<file path="config.mk">
export PLATFORM = sky130hd
export DESIGN_NAME = mpu_store_arb
export DESIGN_NICKNAME = d
export VERILOG_FILES = /design/src/rtl/global_defs.sv /design/src/rtl/mpu_pkg.sv /design/src/rtl/mpu_rr_pick.sv /design/src/rtl/mpu_store_arb.sv
export SDC_FILE = /design/constraint.sdc
export NUM_CORES = 1
export LEC_CHECK = 0
export BUFFER_PORTS_ARGS = -buffer_cell sky130_fd_sc_hd__buf_2
export CAP_MARGIN = 20
export CELL_PAD_IN_SITES_DETAIL_PLACEMENT = 0
export CELL_PAD_IN_SITES_GLOBAL_PLACEMENT = 2
export CORE_MARGIN = 3
export CORE_UTILIZATION = 25
export DETAILED_ROUTE_END_ITERATION = 12
export GPL_TIMING_DRIVEN = 0
export PLACE_DENSITY = 0.73
export SLEW_MARGIN = 20
export SYNTH_ARGS = -nofsm -noshare
export SYNTH_HDL_FRONTEND = slang
export SYNTH_SLANG_ARGS = --single-unit
</file>
<file path="constraint.sdc">
create_clock -name clk -period 1.6 [get_ports clk]
set_clock_uncertainty 0.2 [all_clocks]
set_input_delay 0.16 -clock clk [delete_from_list [all_inputs] [get_ports clk]]
set_output_delay 0.16 -clock clk [all_outputs]
set_load 0.01 [all_outputs]
</file>
<file path="src/rtl/global_defs.sv">
// rtl/global_defs.sv - shared MPU width constants
package global_defs;
    localparam int MATRIX_REG_SIZE = 4;
endpackage

</file>
<file path="src/rtl/mpu_pkg.sv">
// rtl/mpu_pkg.sv - MPU store-arbiter types and default parameters
package mpu_pkg;
    localparam int SARB_NREQ     = 2;
    localparam int SARB_START_TO = 4;

    typedef enum logic [2:0] {
        SARB_IDLE       = 3'd0,
        SARB_ISSUE      = 3'd1,
        SARB_WAIT_START = 3'd2,
        SARB_WAIT_DONE  = 3'd3,
        SARB_DONE       = 3'd4
    } store_arb_state_t;
endpackage

</file>
<file path="src/rtl/mpu_rr_pick.sv">
// rtl/mpu_rr_pick.sv - combinational round-robin picker starting after the last grant
module mpu_rr_pick #(
    parameter int NREQ  = 2,
    parameter int GBITS = (NREQ > 1) ? $clog2(NREQ) : 1
) (
    input  logic [NREQ-1:0]  req_i,
    input  logic [GBITS-1:0] last_i,
    output logic [GBITS-1:0] grant_o,
    output logic             any_o
);
    logic [GBITS-1:0] idx;

    // Walk from the farthest candidate back to the nearest so the nearest valid one wins.
    always_comb begin
        grant_o = '0;
        idx     = '0;
        any_o   = |req_i;
        for (int i = NREQ; i >= 1; i--) begin
            idx = GBITS'((int'(last_i) + i) % NREQ);
            if (req_i[idx]) begin
                grant_o = idx;
            end
        end
    end
endmodule

</file>
<file path="src/rtl/mpu_store_arb.sv">
// rtl/mpu_store_arb.sv - round-robin arbiter/sequencer for the shared matrix store engine
module mpu_store_arb
    import mpu_pkg::*;
    import global_defs::*;
#(
    parameter int NREQ     = SARB_NREQ,
    parameter int START_TO = SARB_START_TO,
    parameter int GBITS    = (NREQ > 1) ? $clog2(NREQ) : 1
) (
    input  logic                         clk,
    input  logic                         rst,
    input  logic [NREQ-1:0]              req_valid_in,
    input  logic [NREQ*MATRIX_REG_SIZE-1:0] req_addr_in,
    output logic [NREQ-1:0]              req_ready_out,
    output logic [NREQ-1:0]              req_done_out,
    output logic                         req_err_out,
    output logic                         store_en_out,
    output logic [MATRIX_REG_SIZE-1:0]   store_addr_out,
    input  logic                         store_busy_in,
    output logic [GBITS-1:0]             grant_id_out,
    output logic                         busy_out
);
    localparam int TBITS = (START_TO > 1) ? $clog2(START_TO) : 1;

    store_arb_state_t             state_q, state_d;
    logic [GBITS-1:0]             grant_q, grant_d;
    logic [GBITS-1:0]             last_q, last_d;
    logic [MATRIX_REG_SIZE-1:0]   addr_q, addr_d;
    logic [TBITS-1:0]             timer_q, timer_d;
    logic                         err_q, err_d;

    logic [GBITS-1:0]             pick_grant;
    logic                         pick_any;

    mpu_rr_pick #(
        .NREQ  (NREQ),
        .GBITS (GBITS)
    ) u_pick (
        .req_i   (req_valid_in),
        .last_i  (last_q),
        .grant_o (pick_grant),
        .any_o   (pick_any)
    );

    always_comb begin
        state_d = state_q;
        grant_d = grant_q;
        last_d  = last_q;
        addr_d  = addr_q;
        timer_d = timer_q;
        err_d   = err_q;
        unique case (state_q)
            SARB_IDLE: begin
                // Never hand out a start while the engine is still streaming a previous job.
                if (pick_any && !store_busy_in) begin
                    grant_d = pick_grant;
                    addr_d  = req_addr_in[pick_grant*MATRIX_REG_SIZE +: MATRIX_REG_SIZE];
                    state_d = SARB_ISSUE;
                end
            end
            SARB_ISSUE: begin
                timer_d = '0;
                state_d = SARB_WAIT_START;
            end
            SARB_WAIT_START: begin
                if (store_busy_in) begin
                    state_d = SARB_WAIT_DONE;
                end else if (timer_q == TBITS'(START_TO - 1)) begin
                    err_d   = 1'b1;
                    state_d = SARB_DONE;
                end else begin
                    timer_d = timer_q + 1'b1;
                end
            end
            SARB_WAIT_DONE: begin
                if (!store_busy_in) begin
                    state_d = SARB_DONE;
                end
            end
            SARB_DONE: begin
                last_d  = grant_q;
                err_d   = 1'b0;
                state_d = SARB_IDLE;
            end
            default: state_d = SARB_IDLE;
        endcase
    end

    always_ff @(posedge clk or negedge rst) begin
        if (!rst) begin
            state_q <= SARB_IDLE;
            grant_q <= '0;
            last_q  <= GBITS'(NREQ - 1);
            addr_q  <= '0;
            timer_q <= '0;
            err_q   <= 1'b0;
        end else begin
            state_q <= state_d;
            grant_q <= grant_d;
            last_q  <= last_d;
            addr_q  <= addr_d;
            timer_q <= timer_d;
            err_q   <= err_d;
        end
    end

    assign store_en_out   = (state_q == SARB_ISSUE);
    assign req_ready_out  = (state_q == SARB_ISSUE) ? (NREQ'(1) << grant_q) : '0;
    assign req_done_out   = (state_q == SARB_DONE) ? (NREQ'(1) << grant_q) : '0;
    assign req_err_out    = (state_q == SARB_DONE) && err_q;
    assign store_addr_out = addr_q;
    assign grant_id_out   = grant_q;
    assign busy_out       = (state_q != SARB_IDLE);
endmodule

</file>
Word-level counts from Yosys, hierarchy flattened
Cells that the tools add are included.
{"block": "op_classes", "mux": 19, "n_eq_ne": 11, "reduce_logical": 12, "magnitude_cmp": 2, "shifts": 2, "addsub": 3}
{"operator": "2-to-1 mux 3 bit", "n": 4}
{"operator": "case mux 3 bit (4 select lines)", "n": 1}
{"operator": "!= test 2 bit (second input constant)", "n": 5}
{"operator": "AND reduction 3 bit", "n": 3}
{"operator": "2-to-1 mux 1 bit", "n": 8}
{"operator": "2-to-1 mux 2 bit", "n": 4}
{"operator": "variable part select 8 x 4 -> 4 bit", "n": 1}
{"operator": "equality test 3 x 2 -> 1 bit (second input constant)", "n": 2}
{"operator": "less-than comparator 1 x 2 -> 1 bit (second input constant)", "n": 2}
{"operator": "case mux 2 bit (2 select lines)", "n": 1}
{"operator": "nonzero test 2 bit", "n": 2}
{"operator": "equality test 3 x 1 -> 1 bit (second input constant)", "n": 1}
{"operator": "equality test 3 bit (second input constant)", "n": 1}
{"operator": "zero test 3 bit", "n": 1}
{"operator": "!= test 3 bit (second input constant)", "n": 1}
{"operator": "nonzero test 3 bit", "n": 1}
{"operator": "adder 1 bit (second input constant)", "n": 2}
{"operator": "adder 2 x 1 -> 2 bit (second input constant)", "n": 1}
{"operator": "equality test 2 bit (second input constant)", "n": 1}
{"operator": "logical AND 1 bit", "n": 2}
{"operator": "case mux 1 bit (2 select lines)", "n": 1}
{"operator": "AND reduction 2 bit", "n": 1}
{"operator": "OR reduction 2 bit", "n": 1}
{"operator": "<< shifter 1 x 1 -> 2 bit (first input constant)", "n": 1}
{"operator": "zero test 1 bit", "n": 1}
{"block": "word_totals", "ff_bits": 12, "input_bits": 13, "elab_cells": 55, "out_inout_bits": 12}

Longest topological paths before layout
Gate-level depths: netlist of run 1.
{"block": "logic_depth", "depth_word": 6, "depth_mapped": 4, "mapped_depth_nobuf": 4}

Hierarchy
From an unflattened synthesis of run 1, not the netlist that was laid out.
{"block": "hier_totals", "hier_cells": 59, "area_unflattened_um2": 631.9}
{"mod": "mpu_store_arb", "cells_per_inst": 57, "area_each_um2": 618.1, "instances": 1, "seq_area_each_um2": 301.5}
{"mod": "mpu_rr_pick", "cells_per_inst": 2, "area_each_um2": 13.8, "instances": 1, "seq_area_each_um2": 0.0}

Least setup slack after synthesis of run 1
OpenSTA, ideal clock, no wires.
{"block": "synth_path", "path_kind": "reg-to-reg", "start": "reg state_q[0]", "end": "reg grant_q, in the netlist grant_id_out", "setup_time_ns": 0.125, "setup_slack_ns": -0.003, "required_ns": 1.275, "period_less_slack_ns": 1.603, "t_arrival_ns": 1.278, "stages_incl_launch_ff": 5, "path_buffers": 1, "path_cell_list": "dfrtp_1 -> buf_6 -> nor2_4 -> nor4b_4 -> mux2_2"}
{"block": "synth_between", "elab_chain_len": 2}
{"item": "start, declared", "line": "mpu_store_arb.sv:25", "source": "store_arb_state_t state_q, state_d;"}
{"item": "start signal, assigned", "line": "mpu_store_arb.sv:98", "source": "state_q <= state_d;"}
{"item": "zero test 3 bit", "line": "mpu_store_arb.sv:52", "source": "unique case (state_q)"}
{"item": "AND reduction 2 bit (no line)"}
{"item": "end signal, assigned", "line": "mpu_store_arb.sv:99", "source": "grant_q <= grant_d;"}
{"item": "end, declared", "line": "mpu_store_arb.sv:26", "source": "logic [GBITS-1:0] grant_q, grant_d;"}
No other way between the ends.
A chain may end at the register's enable or synchronous reset.

Worst setup path after layout of run 1
{"block": "layout_path", "start": "reg state_q[0]", "end": "out req_ready_out[1]"}
{"block": "layout_between", "elab_chain_len": 2}
{"item": "equality test 3 x 1 -> 1 bit", "line": "mpu_store_arb.sv:108", "source": "assign req_ready_out = (state_q == SARB_ISSUE) ? (NREQ'(1) << grant_q) : '0;"}
{"item": "2-to-1 mux 2 bit", "line": "mpu_store_arb.sv:108"}
{"item": "end, declared", "line": "mpu_store_arb.sv:14", "source": "output logic [NREQ-1:0] req_ready_out,"}
No other way between the ends.

==> results of run 1 <==
cell usage after synthesis (2+ instances only):
cell type and n:
nor4b_4 2, and3_2 2, a21oi_1 2, nor4b_1 2, nor2_1 5, dfrtp_1 11, o21ai_0 3, mux2_2 9
nand2_1 6, o22ai_1 2
placed cells by master, fill, tap and decap left out:
cell type       n
a21boi_2        1
a21o_1          1
a21oi_1         1
a21oi_2         1
and2_1          1
and3_2          1
and3_4          1
buf_2          22
buf_4           7
buf_6           4
clkbuf_1        1
clkbuf_4        3
clkbuf_8        1
dfrtp_1         9
dfrtp_2         2
dfstp_2         1
dlygate4sd3_1   2
ha_4            1
inv_1           1
mux2_2          5
mux2_4          4
mux2i_1         1
nand2_1         5
nand2_2         1
nor2_1          5
nor2_4          1
nor3_1          1
nor4b_1         2
nor4b_4         2
o21ai_0         3
o22ai_1         2
or2b_1          1
or4_4           1
xnor2_1         1
area by class of cell:
cell class | instances | share of cell area (%)
Sequential cell | 12 | 30.3
Timing Repair Buffer | 34 | 21.6
Buffer | 2 | 2.50
Clock buffer | 4 | 2.62
Tap cell | 30 | 3.75
Multi-Input combinational cell | 43 | 38.8
Inverter | 1 | 0.375
metrics by stage:
step | util (%) | total power [mW]
final | 40.1 | 1.66
after global routing | 40.1 | 1.80
after CTS | 38.4 | 1.62
after detailed placement | 32.9 | 1.26
after global placement | 32.9 | 1.24
after floorplan | - | 1.03
timing repair:
item	CTS	global route
pin swaps	5	6
setup endpoints to repair	13	14
setup buffers	5	3
resized for setup	14	5
hold buffers	2	0
endpoints found under the hold margin	14	0
power groups by stage:
stage / sequential, mW / combinational, mW / clock (mW)
after floorplan: 0.583 / 0.448 / 0
after CTS: 0.571 / 0.840 / 0.211
after detailed placement: 0.577 / 0.682 / 0
after global placement: 0.570 / 0.671 / 0
after global routing: 0.585 / 0.984 / 0.231
final: 0.565 / 0.894 / 0.202
worst max-delay path, cell delays in order, from the launching register on:
cell	delay [ns]
dfrtp_1	0.35
buf_6	0.11
or2b_1	0.25
nor2_1	0.12
and2_1	0.13
buf_2	0.12
kinds of logic (layout without fill, tap and decap cells):
kind of cell             after synthesis  count (layout)
adder cells (fa/ha/maj)                1               1
AND/OR/NAND/NOR                       22              22
buffers and inverters                  3              41
flip-flops                            12              12
XOR/XNOR                               1               1
AO/OA/AOI/OAI                          9               9
multiplexers                          10              10
state kept, by name, indices dropped and copies added (netlist names):
| signal | cells |
|---|---|
| state_q | 3 |
| last_q | 1 |
| timer_q | 2 |
| err_q | 1 |
| store_addr_out | 4 |
| grant_id_out | 1 |
per-layer routing:
metal	up-vias	GRT usage, %	part of all wire, %	wire length, um
met5	-	0	0	0
met4	0	6.95	2.8	44
met3	5	1.81	4.7	74
met2	14	18.4	54	849
met1	291	11.7	38	602
li1	287	-	-	-
worst min-delay path by stage:
stage                     cells after the start  slack, ns           endpoint            from
after floorplan                               0      -0.34              err_q             rst
after global placement                        1      -0.14              err_q             rst
after detailed placement                      1      -0.14         state_q[0]             rst
after CTS                                     3       0.04  store_addr_out[3]  req_addr_in[7]
after global routing                          3       0.05  store_addr_out[3]  req_addr_in[3]
final                                         3       0.05  store_addr_out[3]  req_addr_in[3]
==> impl_metrics.ini, run 1 <==
[run_status]
status = finished, violations left
violations = setup timing

[detailed_routing]
vias = 597
drc_errors = 0
antenna_left = 0
finalWirelength_um = 1570
post_drt_wl_per_cell_um = 12.5
via_per_inst = 4.74
drtIter0Drc = 15
dr.pass1.iters = 4

[setup_path]
arrival_ns = 1.34
rr_endpoint = grant_id_out
rr_worst_depth = 5
reg2reg_from = state_q[0]
critical_path_required_ns = 1.24
crit_path_end_kind = primary output
path_class = reg2out
worst_setup_path_start_kind = flip-flop
worst-path-max-fanout = 3
endpoint = req_ready_out[1]
startpoint = state_q[0]
rrSetupSlack_ns = -0.06

[cts]
clkLatencyLatePin_ns = 0.28
path_clk_slew_ns = 0.09
cts-root-buf = clkbuf_4
cts_tree = built
clock_sinks = 12
cts_made_buffers = 3
htreeDepth = 1
clk_path_buf_depth = 2

[power_and_ir_drop]
peakVddDrop_mv = 0.607
p_sw_uw = 604
power_frac_clock_pct = 12.1
p_int_mw = 1.06
power.leakage_nw = 0.464
power_density_nw_per_um2 = 1660
seqPwrFrac_pct = 34.0
pwr-share-comb_pct = 53.8
switching_share_pct = 36.4

[yosys]
syn_avg_cell_area_sq_um = 11.5
yosys.area_share.simple_pct = 23.9
syn_area_sq_um = 664
async_flop_share_pct = 100
yosys-top-cells-area = dfrtp_1 41%, mux2_2 15%, nor4b_4 7.2%
synth_top_area_share_pct = 41.4
ys_types = 24
synthMuxAreaShare_pct = 16.8
synth_top_family_by_area = simple AND/OR/NAND/NOR gates
yosys.area.top_type = dfrtp_1
synth_compound_area_share_pct = 7.91
synth_edf_count = 0
ys_seq_area_share_pct = 45.4
syn_nets = 72
synth_flop_cell = dfrtp_1
yosysWarnings = 0
ys_ff_latch = 12
synthAdderAreaFrac_pct = 1.88
postSynthCellCount = 58
synthXorXnorAreaFrac_pct = 1.32

[timing]
fin_ws_ns = -0.105
slew_viol_final = 0
max_slew_margin_pct = 79.1
post-route-min-period_ns = 1.70
grt_setup_unrepaired = yes
setup_viol_count_final = 8
hold_ws_ns = 0.0513
setup_tns_ns = -0.309
worst_pin_slew_ns = 0.312
hold_violations = 0
fmax_mhz = 587
finalCritPeriodShare_pct = 107

[min_path]
hold_path_class = in2reg

[placed_design]
postPlaceCellArea_sq_um = 822
place_hpwl_um = 1130
place.gp.congestion = 0.693
dp.cells = 112
io_buffers = 24
place_ws_ns = -0.127

[finish]
synthToLayoutAreaGrowth_pct = 50.8
fin_area_sq_um = 1000
fill_cells = 252
n_antenna_cell = 0
drive_above_1_share_pct = 61.5
stdcell_count = 126
nets = 111
multi_input_area_sq_um = 389
seq_area_sq_um = 304

[global_route]
grt_max_degree = 13
grt_pass1_wl_um = 2650
antenna_found_initial = 0
grt-ovfl-total = 0
track_usage_pct = 10.6
grt_pass1_vias = 604

[floorplan]
fp.dieW_um = 57.6
core_sq_um = 2500
initial_utilization_pct = 26.6
die_area_sq_um = 3310
io_pins = 25
rows = 18
die_h_um = 57.6

[run]
drv_cap = 0
No activity file was read; power rests on OpenSTA's default activity.
==> inputs of run 2 (changes only) <==
- CORE_UTILIZATION: 25 -> 28
- PLACE_DENSITY: 0.73 -> 0.77
- clock period: 1.6 -> 1.7 ns (I/O delays scaled with it)
==> impl_metrics.ini, run 2 (synthesized netlist as in run 1, its figures left out) <==
[finish]
drive_above_1_share_pct = 57.4
final_cell_mix = 24 x buf_2, 9 x dfrtp_1, 6 x nand2_1
stdcell_count = 122
n_antenna_cell = 0
largest_reg_flops = 4
nets = 109
fill_cells = 240
multi_input_area_sq_um = 363
layout_commonest_cell = buf_2
synthToLayoutAreaGrowth_pct = 42.9
seq_area_sq_um = 304

[placed_design]
dp.cells = 110
place.gp.congestion = 0.705
place_hpwl_um = 1030
io_buffers = 24
place_ws_ns = -0.0539

[detailed_routing]
finalWirelength_um = 1450
via_per_inst = 4.58
antenna_left = 0
drc_errors = 0
vias = 559
dr.pass1.iters = 3
drtIter0Drc = 3
post_drt_wl_per_cell_um = 11.9

[cts]
cts_tree = built
clk_path_buf_depth = 2
cts_made_buffers = 3
clkLatencyLatePin_ns = 0.28
path_clk_slew_ns = 0.08
clock_sinks = 12
cts-root-buf = clkbuf_4
htreeDepth = 1

[timing]
grt_setup_unrepaired = yes
hold_ws_ns = 0.0558
hold_violations = 0
finalCritPeriodShare_pct = 100
setup_viol_count_final = 1
post-route-min-period_ns = 1.70
worst_pin_slew_ns = 0.282
slew_viol_final = 0
fmax_mhz = 587
max_slew_margin_pct = 81.1
fin_ws_ns = -0.00389

[run]
drv_cap = 0

[run_status]
violations = setup timing
status = finished, violations left

[setup_path]
critical_path_required_ns = 1.33
rr_worst_depth = 5
rr_endpoint = grant_id_out
reg2reg_from = state_q[0]
worst_setup_path_start_kind = flip-flop
startpoint = state_q[1]
arrival_ns = 1.33
worst-path-max-fanout = 4
endpoint = req_ready_out[1]
path_class = reg2out
rrSetupSlack_ns = 0.04
crit_path_end_kind = primary output

[floorplan]
die_area_sq_um = 2990
rows = 17
die_h_um = 54.7
core_sq_um = 2230
initial_utilization_pct = 29.7
io_pins = 25
fp.dieW_um = 54.7

[global_route]
grt_max_degree = 13
antenna_found_initial = 0
track_usage_pct = 11.3
grt_pass1_vias = 529
grt-ovfl-total = 0
grt_pass1_wl_um = 2390

[power_and_ir_drop]
peakVddDrop_mv = 0.731
power_density_nw_per_um2 = 1630
power.leakage_nw = 0.457
finalPower_mw = 1.55

[min_path]
hold_path_class = in2reg
-- run 2: cell types whose count changed in the layout (fill, tap and decap cells not counted), sizes merged --
cell,delta
buf,-2
-- run 2: report_power, final --
group	internal [mW]	switching, mW	total [mW]
clock	0.130	0.101	0.231
combinational	0.447	0.344	0.791
sequential	0.425	0.102	0.528
total	1.00	0.547	1.55
-- run 2: how the worst min path moves through the flow --
stage	from	endpoint	slack, ns	cells after the start
3_3_place_gp	rst	err_q	-0.13	1
5_1_grt	req_addr_in[6]	store_addr_out[2]	0.05	3
4_1_cts	req_addr_in[5]	store_addr_out[1]	0.04	3
3_5_place_dp	rst	err_q	-0.13	1
6_report	req_addr_in[5]	store_addr_out[1]	0.06	3
2_1_floorplan	rst	err_q	-0.33	0
-- run 2: layout make-up --
type / instances / area share (%)
buffer: 2 / 1.98
clock buffer: 4 / 3.82
inverter: 1 / 0.395
multi-input combinational: 43 / 38.2
sequential: 12 / 32.0
tap: 28 / 3.69
timing repair buffer: 32 / 19.9
-- run 2: worst max-delay path: stages, from the launching register on --
cell and delay, ns:
dfrtp_2 0.44, or2b_1 0.26, nor2_1 0.11, and2_1 0.12, buf_2 0.12
-- run 2: repair_timing --
action | CTS | global route
endpoints found under the hold margin | 13 | 0
hold buffers | 2 | 0
pin swaps | 0 | 1
gates resized for setup | 4 | 6
buffers inserted | 5 | 1
cloned | 0 | 0
setup endpoints to repair | 11 | 11
-- run 2: stage by stage --
stage | cell area, sq um | TNS, ns | utilization (%)
finish | 950 | -0.00389 | 42.5
global placement | 820 | -0.170 | 36.7
global route | 950 | -0.254 | 42.5
CTS | 922 | -0.0252 | 41.3
floorplan | 664 | 0 | -
detailed placement | 820 | -0.258 | 36.7
-- run 2: layer usage --
metal	wire (um)	GRT usage, %
met1	683	15.2
met2	662	16.3
met3	95	1.91
met4	12	7.47
met5	0	0
==> inputs of run 3 (changes only) <==
--- a/config.mk
+++ b/config.mk
@@ -14,4 +14,5 @@
 export DETAILED_ROUTE_END_ITERATION = 12
 export GPL_TIMING_DRIVEN = 0
+export HOLD_SLACK_MARGIN = 0.1
 export PLACE_DENSITY = 0.77
 export SLEW_MARGIN = 20
==> constraint.sdc (replaced) <==
create_clock -name clk -period 1.7 [get_ports clk]
set_clock_uncertainty 0.2 [all_clocks]
set_input_delay 0.17 -clock clk [delete_from_list [all_inputs] [get_ports clk]]
set_output_delay 0.17 -clock clk [all_outputs]
set_load 0.05 [all_outputs]
==> impl_metrics.ini, run 3 (synthesized netlist as in run 1, its figures left out) <==
[finish]
final_cell_mix = 18 x buf_2, 10 x dlygate4sd3_1, 9 x dfrtp_1
fill_cells = 228
multi_input_area_sq_um = 398
n_antenna_cell = 0
drive_above_1_share_pct = 58.8
nets = 117
synthToLayoutAreaGrowth_pct = 66.5
fin_area_sq_um = 1110
layout_commonest_cell = buf_2
seq_area_sq_um = 304
largest_reg_flops = 4

[detailed_routing]
antenna_left = 0
finalWirelength_um = 1480
drc_errors = 0
drtIter0Drc = 5
dr.pass1.iters = 2
vias = 604
post_drt_wl_per_cell_um = 11.4
via_per_inst = 4.65

[global_route]
track_usage_pct = 12.0
antenna_found_initial = 0
grt_max_degree = 13
grt_pass1_wl_um = 2540
grt-ovfl-total = 0
grt_pass1_vias = 562

[placed_design]
place.gp.congestion = 0.745
io_buffers = 24
postPlaceCellArea_sq_um = 842
place_hpwl_um = 1080

[timing]
fin_ws_ns = -0.0233
setup_tns_ns = -0.0260
finalCritPeriodShare_pct = 101
grt_setup_unrepaired = yes
hold_violations = 0
worst_pin_slew_ns = 0.271
fmax_mhz = 580
max_slew_margin_pct = 81.8
setup_viol_count_final = 2
post-route-min-period_ns = 1.72
slew_viol_final = 0

[cts]
clk_path_buf_depth = 2
cts-root-buf = clkbuf_4
clock_sinks = 12
cts_made_buffers = 3
htreeDepth = 1
cts_tree = built
path_clk_slew_ns = 0.08
clkLatencyLatePin_ns = 0.27

[setup_path]
arrival_ns = 1.35
crit_path_end_kind = primary output
path_class = reg2out
worst-path-max-fanout = 4
worst_setup_path_start_kind = flip-flop
critical_path_required_ns = 1.33

[power_and_ir_drop]
peakVddDrop_mv = 0.931
power.leakage_nw = 0.503
power_density_nw_per_um2 = 1740
finalPower_mw = 1.92

[run_status]
status = finished, violations left
violations = setup timing

[floorplan]
core_sq_um = 2230
io_pins = 25
rows = 17
die_area_sq_um = 2990
initial_utilization_pct = 29.7
die_h_um = 54.7
fp.dieW_um = 54.7

[run]
drv_cap = 0

[min_path]
hold_path_class = in2async
==> run 3: stage by stage <==
stage	hold slack [ns]	util, %	instances	setup slack [ns]
floorplan	-0.326	-	58	-0.0438
global placement	-0.130	37.7	110	-0.136
detailed placement	-0.129	37.7	110	-0.127
CTS	0.103	46.3	127	-0.0540
global route	0.129	49.5	130	-0.0915
finish	0.113	49.5	130	-0.0233
==> run 3: final cells by class <==
cell class | instances | area share (%)
tap | 28 | 3.17
inverter | 1 | 0.339
timing repair buffer | 40 | 28.4
sequential | 12 | 27.5
clock buffer | 4 | 2.38
multi-input combinational | 43 | 36.0
buffer | 2 | 2.26
==> run 3: path summary, 6_finish.rpt <==
path / start / end / slack, ns / cells past startpoint
worst min register to register: store_addr_out[3] / store_addr_out[3] / 0.32 / 1
min in group clk: req_valid_in[0] / grant_id_out / 0.20 / 3
worst max-delay path: state_q[1] / req_ready_out[1] / -0.02 / 4
max in group asynchronous: rst / last_q / 0.90 / 2
worst max register to register: state_q[0] / grant_id_out / 0.02 / 5
worst min-delay path: rst / err_q / 0.11 / 2
==> run 3: repair_timing <==
action | in CTS | in global routing
endpoints found under the hold margin | 18 | 0
setup buffers | 3 | 3
endpoints found under the setup margin | 12 | 11
gates resized for setup | 15 | 14
pin swaps | 0 | 1
hold buffers | 10 | 0
==> run 3: per-layer routing <==
layer | part of all wire (%) | GRT usage [%] | vias up
met3 | 4.4 | 1.63 | 2
met1 | 42 | 15.2 | 290
met5 | 0 | 0 | -
met2 | 52 | 19.5 | 15
met4 | 1.1 | 6.22 | 0
li1 | - | - | 297
==> run 3: power breakdown <==
group | switching [mW] | total [mW] | internal [mW]
combinational | 0.699 | 1.20 | 0.502
clock | 0.0885 | 0.179 | 0.0906
sequential | 0.114 | 0.539 | 0.426
total | 0.901 | 1.92 | 1.02
==> run 3: worst max-delay path, stage by stage (launching register included) <==
cell     delay [ns]
dfrtp_2        0.44
or2b_4         0.28
nor2_4         0.08
and2_4         0.14
buf_8          0.14
